<file path="src/rtl/pipe_ctrl.sv">
// In-order pipeline controller: per-stage valids and enables, bubble insertion,
// branch kill, and scoreboard counters for RAW hazard detection at decode.
module pipe_ctrl #(
    parameter int NSTAGE = 5,
    parameter int NREG   = 32,
    parameter int RAW    = $clog2(NREG)
) (
    input  logic              clk,
    input  logic              reset,
    input  logic              fetch_valid,
    input  logic [RAW-1:0]    dec_rs,
    input  logic [RAW-1:0]    dec_rt,
    input  logic              dec_use_rs,
    input  logic              dec_use_rt,
    input  logic [RAW-1:0]    dec_wa,
    input  logic              dec_we,
    input  logic              mem_ready,
    input  logic              redirect,
    output logic [NSTAGE-1:0] stage_enable,
    output logic [NSTAGE-1:0] stage_valid,
    output logic              stall_hazard,
    output logic              stall_mem,
    output logic              wb_fire,
    output logic              busy
);

    localparam int CW = $clog2(NSTAGE);

    logic [NSTAGE-1:0] valid;
    logic [RAW-1:0]    tag_wa [2:NSTAGE-1];
    logic [NSTAGE-1:2] tag_we;
    logic [CW-1:0]     cnt [NREG];

    logic           mem_stall;
    logic           hazard;
    logic           redir_eff;
    logic           issue;
    logic           inc_en;
    logic           dec_en;
    logic [RAW-1:0] wb_wa;

    always_comb begin
        mem_stall    = valid[NSTAGE-2] & ~mem_ready;
        hazard       = valid[1] &
                       ((dec_use_rs & (dec_rs != '0) & (cnt[dec_rs] != '0)) |
                        (dec_use_rt & (dec_rt != '0) & (cnt[dec_rt] != '0)));
        stall_hazard = hazard & ~mem_stall & ~redirect;
        stall_mem    = mem_stall;
        redir_eff    = redirect & ~mem_stall;

        stage_enable             = {NSTAGE{~mem_stall}};
        stage_enable[NSTAGE-1]   = 1'b1;
        stage_enable[1:0]        = {2{~mem_stall & ~stall_hazard}};

        issue   = valid[1] & stage_enable[2] & ~hazard & ~redirect;
        inc_en  = issue & dec_we & (dec_wa != '0);
        wb_wa   = tag_wa[NSTAGE-1];
        wb_fire = valid[NSTAGE-1] & tag_we[NSTAGE-1];
        dec_en  = wb_fire & (wb_wa != '0);

        busy        = |valid[NSTAGE-1:2];
        stage_valid = valid;
    end

    always_ff @(posedge clk) begin
        if (reset) begin
            valid  <= '0;
            tag_we <= '0;
            for (int unsigned i = 2; i < NSTAGE; i++) tag_wa[i] <= '0;
            for (int unsigned r = 0; r < NREG; r++)   cnt[r]    <= '0;
        end else begin
            if (stage_enable[0]) valid[0] <= fetch_valid & ~redir_eff;
            // A stage fed by a held stage receives a bubble; redirect also kills the
            // instruction entering execute.
            for (int unsigned i = 1; i < NSTAGE; i++) begin
                if (stage_enable[i])
                    valid[i] <= valid[i-1] & stage_enable[i-1] & ~(redir_eff && i <= 2);
            end

            if (stage_enable[2]) begin
                tag_wa[2] <= dec_wa;
                tag_we[2] <= dec_we & issue;
            end
            for (int unsigned i = 3; i < NSTAGE; i++) begin
                if (stage_enable[i]) begin
                    tag_wa[i] <= tag_wa[i-1];
                    tag_we[i] <= tag_we[i-1] & stage_enable[i-1];
                end
            end

            // Register 0 is never written here, so its count stays at reset value.
            for (int unsigned r = 1; r < NREG; r++) begin
                if (inc_en && dec_wa == RAW'(r) && !(dec_en && wb_wa == RAW'(r)))
                    cnt[r] <= cnt[r] + 1'b1;
                else if (dec_en && wb_wa == RAW'(r) && !(inc_en && dec_wa == RAW'(r)))
                    cnt[r] <= cnt[r] - 1'b1;
            end
        end
    end

endmodule

</file>
<file path="config.mk">
export PLATFORM = sky130hd
export DESIGN_NAME = pipe_ctrl
export DESIGN_NICKNAME = d
export VERILOG_FILES = /design/src/rtl/pipe_ctrl.sv
export SDC_FILE = /design/constraint.sdc
export NUM_CORES = 1
export LEC_CHECK = 0
export CELL_PAD_IN_SITES_DETAIL_PLACEMENT = 0
export CELL_PAD_IN_SITES_GLOBAL_PLACEMENT = 1
export CORE_MARGIN = 2
export CORE_UTILIZATION = 52
export CTS_CLUSTER_DIAMETER = 60
export CTS_CLUSTER_SIZE = 12
export DETAILED_ROUTE_END_ITERATION = 10
export GPL_ROUTABILITY_DRIVEN = 0
export PLACE_DENSITY_LB_ADDON = 0.1
export SLEW_MARGIN = 20
export SYNTH_ARGS = -nofsm -noshare
export SYNTH_HDL_FRONTEND = slang
export SYNTH_SLANG_ARGS = --single-unit
</file>
<file path="constraint.sdc">
create_clock -name clk -period 13.2 [get_ports clk]
set_input_delay 3.3 -clock clk [delete_from_list [all_inputs] [get_ports clk]]
set_output_delay 3.3 -clock clk [all_outputs]
set_load 0.02 [all_outputs]
</file>
==> reports/metrics.csv <==
stage,metric,value,unit
outcome,outcome,"finished, final reports clean",
placement,Inst Count DP,1110,
critical_path,crit path launch type,input pin,
critical_path,Critical Path AT,7090,ps
timing,final period demand of the worst path,10390,ps
global_routing,largest net degree at the start of global routing,66,
drt,vias,7251,
final_layout,Final Cell Area,0.00953,mm²
pwr,Leak,0.00319,µW
clocking,post-CTS setup buffer count,0,
hold_path,worst hold endpoint,tag_wa[4][3]$_SDFF_PP0_,
timing,Tcrit/Tclk final,0.787,
critical_path,worst setup path class,input pin to output port,
die,initial core utilization,0.536,
drt,Starting DRT DRC Count,706,
final_layout,most frequent cells in the layout,"edfxtp_1 (103), nor2_1 (101), inv_1 (72)",
timing,max-slew violations,0,
clocking,H-tree depth,4,
timing,Final Hold Viols,0,
logic_synthesis,Most used DFF post-synth,edfxtp_1,
final_layout,Layout Area Growth over Synthesis,11.6,%
logic_synthesis,Mean Syn Cell Area,9.37,µm²
placement,HPWL after DPL,17.9,mm
global_routing,met3 usage,0.0654,
hold_path,hold_sp,tag_wa[3][3]$_SDFFCE_PN0P_,
global_routing,GR Layer Usage met2,0.451,
die,Die X-Extent,132,µm
global_routing,M1 GR Usage,0.407,
drt,WL/cell,21.7,µm
critical_path,reg2reg end,cnt[7][2]$_SDFFCE_PN0P_,
logic_synthesis,syn_nets,966,
logic_synthesis,sequential share of the synthesized area,0.393,
logic_synthesis,number of flops mapped to enable cells by yosys,103,
final_layout,Final Non-Filler Cells,1142,
clocking,CTS-repair resized insts,0,
drt,vias per inst,6.35,
timing,clk_skew,15.0,ps
global_routing,total gr overflow,0,
die,die height,132,µm
placement,port buffer count,35,
logic_synthesis,Async SR Flop Fraction,0,
critical_path,crit-path max FO,23,
drt,Detailed Route WL,24.8,mm
die,row cnt,46,
clocking,CTS Buf Count,17,
hold_path,HP Class,flip-flop to flip-flop,
drt,Routed Antenna Nets,0,
pwr,worst ir drop on vdd,0.104,mV
logic_synthesis,Syn Inst Count,911,
critical_path,R2R cell count,13,
die,DIE AREA,0.0175,mm²
clocking,# hold bufs at CTS,0,
timing,Final Setup Violations,0,
final_layout,"commonest non-fill, non-tap cell in the layout",edfxtp_1,
clocking,clk_lat worst skew,430,ps
critical_path,Crit path required time,9900,ps
logic_synthesis,mapped cell area,0.00854,mm²
final_layout,nets,968,
final_layout,ANT cells,0,
final_layout,layout cells sized above 1,0.0832,
clocking,Worst-path clk slew,60,ps
critical_path,FF-to-FF setup slack,8740,ps
global_routing,initial antenna violation count,0,
clocking,clk root buf,clkbuf_16,
drt,DR pass1 iterations,6,
job,maxcap violations,0,
clocking,CTS max path bufs,2,
drt,DRC,0,
logic_synthesis,number of synthesized register bits,116,
timing,Hold WS,454,ps
clocking,CTS tree,done,
clocking,CTS Sinks,116,
timing,Max Freq,96.3,MHz
critical_path,Worst R2R Start,cnt[17][0]$_DFFE_PP_,
hold_path,hold depth,1,
die,IO Count,37,
logic_synthesis,Synthesis Warnings,0,
timing,Slew @ Worst Pin,1080,ps
timing,setup TNS,0,ps
timing,RSZ-0062 raised after global routing,false,
global_routing,Overall Global Routing Usage,0.293,
global_routing,vias in the first global route,7111,
global_routing,first-pass GRT wire length,39.4,mm
logic_synthesis,count of distinct cell types in the synthesized netlist,70,
timing,Relative slew margins,0.281,
critical_path,Crit. End Element,output port,
placement,Placed Area,0.00894,mm²
global_routing,grt peak-use layer,met2,
die,core box area,0.0159,mm²
pwr,power density over the cells,108,mW/mm²
-- where the power goes --
group	leakage [µW]	internal (µW)	switching [µW]	total [µW]
Combinational	0.00172	43.1	81.8	125
Sequential	0.00118	419	15.3	434
Clock	0.000299	279	192	471
-- cells by family after synthesis --
family | after synthesis | synth area share
buffers and inverters | 133 | 0.0651
multiplexers | 28 | 0.0419
AO/OA/AOI/OAI | 141 | 0.117
adder cells (fa/ha/maj) | 32 | 0.0733
XOR/XNOR | 40 | 0.0410
other | 1 | 0.000439
flip-flops | 116 | 0.393
AND/OR/NAND/NOR | 420 | 0.269
-- worst max-delay path by stage --
stage	end	slack, ps	start	cells after the start
after floorplan	stage_enable[1]	4130	dec_rs[1]	10
after global placement	stage_enable[0]	2890	dec_rt[0]	8
after detailed placement	stage_enable[1]	2840	dec_rt[0]	8
after CTS	stage_enable[1]	2820	dec_rt[0]	8
after global routing	stage_enable[1]	2620	dec_rt[0]	8
final	stage_enable[1]	2810	dec_rt[0]	8
-- synth_stat cells (7+ instances only) --
cell type | number | area (µm²)
a31oi_1 | 8 | 50.1
nand3b_1 | 9 | 67.6
xnor2_1 | 31 | 272
clkbuf_1 | 33 | 124
buf_1 | 9 | 33.8
a21oi_1 | 27 | 135
a211oi_1 | 17 | 128
nor4_1 | 20 | 125
nand2b_1 | 11 | 68.8
nor3_1 | 46 | 230
nand3_1 | 38 | 190
nand2_1 | 70 | 263
o21ai_1 | 9 | 45.0
nor2b_1 | 19 | 119
edfxtp_1 | 103 | 3090
mux2i_1 | 20 | 200
nor2_1 | 101 | 379
and4_1 | 8 | 70.1
xor2_1 | 9 | 78.8
o21ai_0 | 17 | 85.1
buf_2 | 9 | 45.0
or3_1 | 24 | 150
o21a_1 | 7 | 52.6
o211ai_1 | 11 | 82.6
fa_1 | 30 | 601
inv_1 | 72 | 270
and2_1 | 15 | 93.8
dfxtp_1 | 13 | 260
nand4_1 | 18 | 113
-- metrics by stage --
| step | utilization | worst slack [ps] | total power, µW |
|---|---|---|---|
| 2_1_floorplan | - | 4130 | 524 |
| 3_3_place_gp | 0.561 | 2890 | 559 |
| 3_5_place_dp | 0.561 | 2840 | 564 |
| 4_1_cts | 0.598 | 2820 | 1030 |
| 5_1_grt | 0.598 | 2620 | 1060 |
| 6_report | 0.598 | 2810 | 1030 |
-- area by class of cell --
type                            count  area (µm²)
Sequential cell                   116        3350
Timing Repair Buffer               43         403
Tap cell                          216         270
Clock inverter                     12         100
Inverter                           73         274
Clock buffer                       20         500
Fill cell                        1386        6410
Multi-Input combinational cell    662        4630
-- routing by layer --
layer / vias up / wire, µm
li1: 3308 / -
met1: 3556 / 10700
met2: 326 / 11000
met3: 61 / 2330
met4: 0 / 797
met5: - / 0
-- registers in the layout, summed over array words and instances (netlist names) --
| register | flops |
|---|---|
| cnt | 93 |
| tag_wa | 15 |
| stage_valid | 5 |
| tag_we | 3 |
-- critical path, cell delays in order --
cell,delay (ps)
clkdlybuf4s50_1,1070
mux4_2,600
o41a_1,450
a2111oi_4,320
o21a_2,360
a21oi_1,140
nor2_1,190
clkdlybuf4s50_1,640
(Power assumes the default switching activity.)
